--- src/rtl/legv8_encoder.sv ---
// LEGv8 instruction encoder and program loader: packs symbolic requests into
// 32-bit machine words, buffers them in a FIFO and streams them into instruction
// memory. Optional immediate range checking is enabled by ENC_RANGE_CHECK_EN.
module legv8_encoder #(
    parameter int                DEPTH     = 4,
    parameter int                ADDR_W    = 6,
    parameter logic [ADDR_W-1:0] BASE_ADDR = '0
) (
    input  logic                       clk,
    input  logic                       reset,
    input  logic                       req_valid,
    output logic                       req_ready,
    input  logic [3:0]                 req_mnem,
    input  logic [4:0]                 req_rd,
    input  logic [4:0]                 req_rn,
    input  logic [4:0]                 req_rm,
    input  logic [25:0]                req_imm,
    input  logic                       imem_busy,
    output logic                       imem_we,
    output logic [ADDR_W-1:0]          imem_addr,
    output logic [31:0]                imem_wdata,
    output logic [$clog2(DEPTH):0]     count,
    output logic                       err
);

    localparam int PTR_W = $clog2(DEPTH);
    localparam int CNT_W = PTR_W + 1;

    localparam logic [CNT_W-1:0]  CNT_ONE  = CNT_W'(1);
    localparam logic [CNT_W-1:0]  CNT_FULL = CNT_W'(DEPTH);
    localparam logic [PTR_W-1:0]  PTR_ONE  = PTR_W'(1);
    localparam logic [ADDR_W-1:0] ADDR_ONE = ADDR_W'(1);

    typedef enum logic [3:0] {
        MN_LDUR = 4'd0,
        MN_STUR = 4'd1,
        MN_CBZ  = 4'd2,
        MN_ADD  = 4'd3,
        MN_SUB  = 4'd4,
        MN_AND  = 4'd5,
        MN_ORR  = 4'd6,
        MN_B    = 4'd7,
        MN_BR   = 4'd8,
        MN_ADDI = 4'd9,
        MN_ANDI = 4'd10,
        MN_ORRI = 4'd11,
        MN_SUBI = 4'd12,
        MN_MOVZ = 4'd13
    } mnem_e;

    localparam logic [10:0] OP_ADD  = 11'b10001011000;
    localparam logic [10:0] OP_SUB  = 11'b11001011000;
    localparam logic [10:0] OP_AND  = 11'b10001010000;
    localparam logic [10:0] OP_ORR  = 11'b10101010000;
    localparam logic [9:0]  OP_ADDI = 10'b1001000100;
    localparam logic [9:0]  OP_ANDI = 10'b1001001000;
    localparam logic [9:0]  OP_ORRI = 10'b1011001000;
    localparam logic [9:0]  OP_SUBI = 10'b1101000100;
    localparam logic [10:0] OP_LDUR = 11'b11111000010;
    localparam logic [10:0] OP_STUR = 11'b11111000000;
    localparam logic [7:0]  OP_CBZ  = 8'b10110100;
    localparam logic [5:0]  OP_B    = 6'b000101;
    localparam logic [10:0] OP_BR   = 11'b11010110000;
    localparam logic [8:0]  OP_MOVZ = 9'b110100101;

    mnem_e             mnem;
    logic [31:0]       enc_word;
    logic              mnem_ok;
    logic              imm_fits;
    logic              fit_i;
    logic              fit_d;
    logic              fit_cb;
    logic              fit_iw;

    logic              accept;
    logic              push;
    logic              pop;

    logic [31:0]       mem_q [DEPTH];
    logic [PTR_W-1:0]  wr_ptr_q, wr_ptr_d;
    logic [PTR_W-1:0]  rd_ptr_q, rd_ptr_d;
    logic [CNT_W-1:0]  count_q, count_d;
    logic              err_q, err_d;
    logic              imem_we_q, imem_we_d;
    logic [ADDR_W-1:0] imem_addr_q, imem_addr_d;
    logic [31:0]       imem_wdata_q, imem_wdata_d;
    logic [ADDR_W-1:0] next_addr_q, next_addr_d;

    assign mnem = mnem_e'(req_mnem);

    // Immediate fit rules; without range checking every immediate is truncated.
`ifdef ENC_RANGE_CHECK_EN
    assign fit_i  = (req_imm[25:12] == '0);
    assign fit_d  = (&req_imm[25:8]) | ~(|req_imm[25:8]);
    assign fit_cb = (&req_imm[25:18]) | ~(|req_imm[25:18]);
    assign fit_iw = (req_imm[25:18] == '0);
`else
    assign fit_i  = 1'b1;
    assign fit_d  = 1'b1;
    assign fit_cb = 1'b1;
    assign fit_iw = 1'b1;
`endif

    always_comb begin
        enc_word = '0;
        mnem_ok  = 1'b1;
        imm_fits = 1'b1;
        case (mnem)
            MN_ADD:  enc_word = {OP_ADD, req_rm, 6'd0, req_rn, req_rd};
            MN_SUB:  enc_word = {OP_SUB, req_rm, 6'd0, req_rn, req_rd};
            MN_AND:  enc_word = {OP_AND, req_rm, 6'd0, req_rn, req_rd};
            MN_ORR:  enc_word = {OP_ORR, req_rm, 6'd0, req_rn, req_rd};
            MN_ADDI: begin
                enc_word = {OP_ADDI, req_imm[11:0], req_rn, req_rd};
                imm_fits = fit_i;
            end
            MN_ANDI: begin
                enc_word = {OP_ANDI, req_imm[11:0], req_rn, req_rd};
                imm_fits = fit_i;
            end
            MN_ORRI: begin
                enc_word = {OP_ORRI, req_imm[11:0], req_rn, req_rd};
                imm_fits = fit_i;
            end
            MN_SUBI: begin
                enc_word = {OP_SUBI, req_imm[11:0], req_rn, req_rd};
                imm_fits = fit_i;
            end
            MN_LDUR: begin
                enc_word = {OP_LDUR, req_imm[8:0], 2'b00, req_rn, req_rd};
                imm_fits = fit_d;
            end
            MN_STUR: begin
                enc_word = {OP_STUR, req_imm[8:0], 2'b00, req_rn, req_rd};
                imm_fits = fit_d;
            end
            MN_CBZ: begin
                enc_word = {OP_CBZ, req_imm[18:0], req_rd};
                imm_fits = fit_cb;
            end
            MN_B:    enc_word = {OP_B, req_imm[25:0]};
            MN_BR:   enc_word = {OP_BR, 5'b11111, 6'd0, req_rn, 5'd0};
            MN_MOVZ: begin
                enc_word = {OP_MOVZ, req_imm[17:16], req_imm[15:0], req_rd};
                imm_fits = fit_iw;
            end
            default: mnem_ok = 1'b0;
        endcase
    end

    // Invalid or out-of-range requests still complete the handshake but are dropped.
    assign req_ready = (count_q != CNT_FULL);
    assign accept    = req_valid && req_ready;
    assign push      = accept && mnem_ok && imm_fits;
    assign pop       = (count_q != '0) && !imem_busy;

    always_comb begin
        wr_ptr_d     = wr_ptr_q;
        rd_ptr_d     = rd_ptr_q;
        count_d      = count_q;
        err_d        = err_q;
        imem_we_d    = 1'b0;
        imem_addr_d  = imem_addr_q;
        imem_wdata_d = imem_wdata_q;
        next_addr_d  = next_addr_q;

        if (push) begin
            wr_ptr_d = wr_ptr_q + PTR_ONE;
        end
        if (pop) begin
            rd_ptr_d     = rd_ptr_q + PTR_ONE;
            imem_we_d    = 1'b1;
            imem_addr_d  = next_addr_q;
            imem_wdata_d = mem_q[rd_ptr_q];
            next_addr_d  = next_addr_q + ADDR_ONE;
        end
        case ({push, pop})
            2'b10:   count_d = count_q + CNT_ONE;
            2'b01:   count_d = count_q - CNT_ONE;
            default: count_d = count_q;
        endcase
        if (accept && !(mnem_ok && imm_fits)) begin
            err_d = 1'b1;
        end
    end

    always_ff @(posedge clk) begin
        if (push) begin
            mem_q[wr_ptr_q] <= enc_word;
        end
    end

    always_ff @(posedge clk or posedge reset) begin
        if (reset) begin
            wr_ptr_q     <= '0;
            rd_ptr_q     <= '0;
            count_q      <= '0;
            err_q        <= 1'b0;
            imem_we_q    <= 1'b0;
            imem_addr_q  <= BASE_ADDR;
            imem_wdata_q <= '0;
            next_addr_q  <= BASE_ADDR;
        end else begin
            wr_ptr_q     <= wr_ptr_d;
            rd_ptr_q     <= rd_ptr_d;
            count_q      <= count_d;
            err_q        <= err_d;
            imem_we_q    <= imem_we_d;
            imem_addr_q  <= imem_addr_d;
            imem_wdata_q <= imem_wdata_d;
            next_addr_q  <= next_addr_d;
        end
    end

    assign imem_we    = imem_we_q;
    assign imem_addr  = imem_addr_q;
    assign imem_wdata = imem_wdata_q;
    assign count      = count_q;
    assign err        = err_q;

endmodule

--- config.mk ---
export PLATFORM = sky130hd
export DESIGN_NAME = legv8_encoder
export DESIGN_NICKNAME = d
export VERILOG_FILES = /design/src/rtl/legv8_encoder.sv
export SDC_FILE = /design/constraint.sdc
export NUM_CORES = 1
export LEC_CHECK = 0
export BUFFER_PORTS_ARGS = -buffer_cell sky130_fd_sc_hd__buf_2
export CAP_MARGIN = 20
export CORE_MARGIN = 1.5
export CORE_UTILIZATION = 52
export CTS_CLUSTER_SIZE = 16
export DETAILED_ROUTE_END_ITERATION = 8
export PLACE_DENSITY = 0.75
export SLEW_MARGIN = 20
export SYNTH_ARGS = -nofsm -noshare
export SYNTH_HDL_FRONTEND = slang
export SYNTH_SLANG_ARGS = --single-unit
--- constraint.sdc ---
create_clock -name clk -period 1.9 [get_ports clk]
set_clock_uncertainty 0.1 [all_clocks]
set_input_delay 0.095 -clock clk [delete_from_list [all_inputs] [get_ports clk]]
set_output_delay 0.095 -clock clk [all_outputs]
set_load 0.005 [all_outputs]
Word level (Yosys, flattened, before mapping) --
Memories as Yosys holds them, arrays and structs flattened. A register that Yosys moved wholly into a read port is not among the register bits. Index checks and enable logic that the tools add are counted.
Storage, ports and cells: register bits after elaboration 21, bits in latches 0, RAM bits 128, memory bits (read-only) 0, bits of input ports 49, output and inout port bits 44, logic and storage cells 45, memories kept 1
Cells by class: add/subtract/negate cells 5, multiply operators 0, div/mod/pow operators 0, magnitude comparators 0, eq/ne operators 16, shift-type cells 0, mux-type cells 6, bitwise gates (word level) 0, reduce and logical (&&, ||, !) cells 10
Memory list:
- mem_q | depth 4, bits a word 32, rd ports 1, clocked after Yosys merged registers in 1, wr ports 1, RTL line 79 | logic [31:0] mem_q [DEPTH];
Operator list (count):
- $pmux W32 S14 | 1
- $eq A4 B4 Y1 const B | 6
- $eq A4 B3 Y1 const B | 4
- $reduce_or A14 Y1 | 1
- $eq A4 B2 Y1 const B | 2
- $add A6 B1 Y6 const B | 1
- $pmux W3 S2 | 1
- $add A2 B1 Y2 const B | 2
- $eq A4 B1 Y1 const B | 1
- $logic_and A1 B1 Y1 | 4
- $logic_not A4 Y1 | 1
- $mux W1 | 4
- $add A3 B1 Y3 const B | 1
- $ne A3 B3 Y1 const B | 1
- $reduce_bool A3 Y1 | 1
- $sub A3 B1 Y3 const B | 1
- $eq A2 B1 Y1 const B | 1
- $eq A2 B2 Y1 const B | 1
- $logic_not A1 Y1 | 2
- $reduce_bool A2 Y1 | 1

Longest topological paths before layout --
word-level depth 6, mapped depth 10, mapped depth without buffers 10

Worst setup path before layout --
OpenSTA, ideal clock, no wires.
path type register -> register, from register count_q[0], in the netlist count[0], to register count_q[2], in the netlist count[2], library setup time 0.079 ns, arrival 2.052 ns, required time 1.721 ns, path slack -0.331 ns, cell stages (with the launch flop) 11, path buffers 0, period minus slack after synthesis 2.231 ns, cells stage by stage dfrtp_1 or3b_1 nand2_1 a21oi_2 inv_1 ha_1 inv_1 fa_1 xor2_1 nor2_1 xor2_1
Between the ends: longest elaborated chain between the ends 5, elaborated cells between the ends (all ways) 11, classes of those cells add/sub: 2; eq/ne: 3; mux: 1; reduce/logical: 5
Ends and longest elaborated chain:
- from (decl) | RTL line 82 | logic [CNT_W-1:0] count_q, count_d;
- from (signal assigned) | RTL line 206 | count_q <= count_d;
- $ne A3 B3 Y1 * | RTL line 152 | assign req_ready = (count_q != CNT_FULL);
- net req_ready | RTL line 12 | output logic req_ready,
- $logic_and A1 B1 Y1 * | RTL line 153 | assign accept = req_valid && req_ready;
- $logic_and A1 B1 Y1 * | RTL line 154 | assign push = accept && mnem_ok && imm_fits;
- $eq A2 B1 Y1 / $eq A2 B2 Y1 (equally long branches) | RTL line 177 | case ({push, pop})
- $pmux W3 S2 / $reduce_bool A2 Y1 (equally long branches)
Mark *: on every way through the listed nets, which the timed path passes. The rest lies on a longest branch. A chain may end at the register's enable or synchronous reset.

Final worst setup path --
from register count_q[0], in the netlist count[0], to register count_q[2], in the netlist count[2]
Between the ends: longest elaborated chain between the ends 5, elaborated cells between the ends (all ways) 11, classes of those cells add/sub: 2; eq/ne: 3; mux: 1; reduce/logical: 5
Ends and longest elaborated chain (RTL line):
- $ne A3 B3 Y1 | 152
- $logic_and A1 B1 Y1 | 153
- $logic_and A1 B1 Y1 | 154
- $eq A2 B1 Y1 / $eq A2 B2 Y1 (equally long branches) | 177
- $pmux W3 S2 / $reduce_bool A2 Y1 (equally long branches)
Parallel ways exist; a longest one is shown, timed or not.

==> results.py <==
metrics = {
    "timing": {
        "worst_pin_slew_ns": 0.546,
        "finalCriticalPeriod_ns": 2.14,
        "setup_viol": 2,
        "fin_crit_sh": 1.13,
        "timing.slew.headroom": 0.632,
        "worst_slack_ns": -0.240,
        "tns_ns": -0.335,
        "slew_viol_final": 0,
        "rsz0062_at_grt": "true",
        "fmax_ghz": 0.467,
        "finalHoldViolCount": 0,
    },
    "status": {
        "run_status": "finished, violations left",
        "violations": "setup timing",
    },
    "power_and_ir_drop": {
        "seqPwrFrac": 0.434,
        "ir_drop_uv": 820,
        "cellPowerDensity_nw_per_um2": 1420,
        "p_clk_frac": 0.264,
        "power_frac_comb": 0.303,
        "p_switching_mw": 3.68,
        "p_int_mw": 9.82,
        "p_leak_nw": 3.62,
        "p_sw_frac": 0.272,
    },
    "worst_setup_path": {
        "reg2reg_from": "count[0]$_DFFE_PP0P_",
        "r2r-end": "count[2]$_DFFE_PP0P_",
        "cp.arrival_ns": 2.38,
        "critical_path.cell_chain": "or3b_4 -> nand2_2 -> a21oi_2 -> inv_1 -> ha_2 -> inv_2 -> fa_2 -> xor2_1 -> nor2_1 -> xor2_1",
        "required_ns": 2.14,
        "cp_max_fo": 2,
        "path_delay_family": "simple AND/OR/NAND/NOR gates",
        "crit_top_cell": "xor2_1",
        "slowest_delay_ns": 0.41,
        "r2r_slack_ns": -0.24,
        "critPathKind": "register to register",
        "critPathBufInv": 2,
        "ff2ff_path_depth": 10,
        "cp_slowest_cell": "or3b_4",
        "end_kind": "register",
        "critPathLaunchType": "register",
    },
    "clock_network": {
        "clk_pin_slew_worst_paths_ns": 0.06,
        "clk_latency_ns": 0.42,
        "cts_tree": "done",
        "cts_root_buffer": "clkbuf_16",
        "clkSinkCount": 181,
        "htree_levels": 4,
        "numCtsBuffers": 17,
        "clk_path_buf_depth": 2,
    },
    "global_route": {
        "grt_pass1_vias": 4827,
        "grt_pass1_wl_um": 26500,
        "overflow": 0,
        "grt_max_degree": 34,
        "grt.total_usage": 0.224,
        "antenna_found_initial": 0,
    },
    "synth": {
        "avgSynthCellArea_um2": 16.9,
        "yosysWarnings": 0,
        "seq_area_frac_synth": 0.667,
        "synth.distinct_cells": 52,
        "synthArstFlopShare": 0.293,
        "synthCells": 458,
        "ys_seq_elements": 181,
        "syn-cell-area_um2": 7750,
        "synth_fp_nets": 514,
        "synth-main-ff-cell": "edfxtp_1",
        "synth_edf_count": 128,
    },
    "route": {
        "drt-wirelength-per-cell_um": 21.0,
        "dr.first_iter.drc_count": 415,
        "first_pass_iters": 5,
        "vias": 4754,
        "via_per_inst": 6.02,
        "wirelength_um": 16600,
        "drc": 0,
        "antenna_left": 0,
    },
    "place": {
        "globalplace.congestion": 0.943,
        "portBuffers": 92,
        "dpl_worst_slack_ns": -0.337,
        "hpwl_um": 11100,
    },
    "min_path": {
        "hp-class": "primary input to register",
        "min-delay-start": "req_imm[10]",
        "worstHoldPathCells": 2,
        "hold_end": "mem_q[3][20]$_DFFE_PP_",
    },
    "floorplan": {
        "die_width_um": 125,
        "placementRows": 44,
        "core_region_area_um2": 14500,
        "start_util": 0.533,
        "die_area_um2": 15600,
        "die_h_um": 125,
        "ios": 93,
    },
    "layout": {
        "fin_util": 0.652,
        "area_growth_pct": 22.3,
        "nNetsFinal": 649,
        "diodes": 0,
        "drive_gt1_frac": 0.414,
    },
    "job": {
        "maxCapViolations": 0,
    },
}
## layout make-up
| cell class | count | area [um^2] |
|---|---|---|
| clock inverters | 8 | 124 |
| clock buffers | 24 | 482 |
| well taps | 184 | 230 |
| multi-input cells | 230 | 2360 |
| inverters | 18 | 67.6 |
| fillers | 1011 | 5060 |
| flip-flops and latches | 181 | 5170 |
| repair buffers | 145 | 1040 |
## timing repair
item,CTS,global route
buffers inserted,3,2
endpoints found under the setup margin,2,10
endpoints found under the hold margin,81,0
resized for setup,5,1
hold buffers,13,0
pin swaps,3,2
## placed cells by master (no fill, tap or decap), types with 4 or more instances in the layout
cell,synthesis,routed
edfxtp_1,128,128
buf_2,13,92
dfrtp_1,53,52
mux2_2,40,40
mux4_2,32,32
buf_4,1,28
a22oi_1,18,18
clkbuf_16,0,17
inv_1,17,15
dlygate4sd3_1,0,13
a21oi_1,12,12
buf_12,0,12
o21ai_0,9,9
o21ai_1,8,8
a222oi_1,8,8
nand2_1,8,7
xnor2_1,7,7
o22ai_1,6,6
xor2_1,5,5
mux2i_1,5,5
nor2b_1,5,5
a211oi_1,5,5
a211o_1,5,5
a32o_1,5,5
a22o_1,5,5
ha_1,6,5
nor2_1,6,4
and2_2,0,4
clkbuf_1,7,4
## worst register-to-register path, delay by kind of cell (launching register included)
kind                     cells  cell delay, ns
AND/OR/NAND/NOR              3            0.61
AO/OA/AOI/OAI                1            0.04
buffers and inverters        2            0.11
XOR/XNOR                     2            0.31
adder cells (fa/ha/maj)      2            0.51
flip-flops                   1            0.38
## flip-flops by register name, summed over array words and instances, names as in the netlist
name and flops:
err 1, rd_ptr_q 2, next_addr_q 6, imem_we 1, imem_wdata 32, mem_q 128
count 3, wr_ptr_q 2, imem_addr 6
## cells by family (layout without fill, tap and decap cells)
| kind of cell | count (synthesis) | in the layout | synth area share |
|---|---|---|---|
| compound gates | 89 | 89 | 0.0835 |
| xor+xnor | 12 | 12 | 0.0136 |
| fa+ha+maj | 8 | 8 | 0.0136 |
| buf+inv | 47 | 195 | 0.0312 |
| flops | 181 | 181 | 0.667 |
| mux | 78 | 78 | 0.159 |
| simple gates | 43 | 43 | 0.0320 |
## power groups by stage
| stage | clock network (mW) | logic [mW] | registers [mW] |
|---|---|---|---|
| after floorplan | 0 | 2.50 | 5.88 |
| after global placement | 0 | 3.94 | 5.87 |
| after detailed placement | 0 | 4.05 | 5.94 |
| after CTS | 3.61 | 4.14 | 5.87 |
| after global routing | 3.78 | 4.43 | 5.98 |
| final | 3.56 | 4.09 | 5.85 |
## routing by layer
metal / track usage / routed length (um)
met1: 0.304 / 6990
met2: 0.356 / 8090
met3: 0.0556 / 1180
met4: 0.0842 / 355
met5: 0 / 0
## metrics by stage
stage	hold slack (ns)	cell area [um^2]	total power, mW	std cells
after floorplan	0.184	7750	8.38	458
after global placement	0.0330	8690	9.81	740
after detailed placement	0.0478	8690	9.99	740
after CTS	0.000552	9460	13.6	788
after global routing	0.0263	9480	14.2	790
final	0.0239	9480	13.5	790
## cells in the mapped netlist, types with 6 or more instances
cell      number  area (um^2)
inv_1         17         63.8
buf_6          6         67.6
dfrtp_1       53         1330
o21ai_0        9         45.0
a222oi_1       8         80.1
mux2_2        40          450
clkbuf_1       7         26.3
a21oi_1       12         60.1
o22ai_1        6         37.5
a22oi_1       18          135
mux4_2        32          721
xnor2_1        7         61.3
ha_1           6         75.1
edfxtp_1     128         3840
buf_2         13         65.1
nand2_1        8         30.0
o21ai_1        8         40.0
nor2_1         6         22.5
## worst max-delay path by stage
| stage | end | slack [ns] | depth (start not counted) | startpoint |
|---|---|---|---|---|
| 4_1_cts | count[2]$_DFFE_PP0P_ | -0.25 | 10 | count[0]$_DFFE_PP0P_ |
| 3_3_place_gp | count[2]$_DFFE_PP0P_ | -0.21 | 10 | count[1]$_DFFE_PP0P_ |
| 5_1_grt | count[2]$_DFFE_PP0P_ | -0.32 | 10 | count[0]$_DFFE_PP0P_ |
| 3_5_place_dp | count[2]$_DFFE_PP0P_ | -0.34 | 10 | count[1]$_DFFE_PP0P_ |
| 6_report | count[2]$_DFFE_PP0P_ | -0.24 | 10 | count[0]$_DFFE_PP0P_ |
| 2_1_floorplan | count[2]$_DFFE_PP0P_ | -0.30 | 10 | count[0]$_DFFE_PP0P_ |
Power figures use the tool's default switching activity.
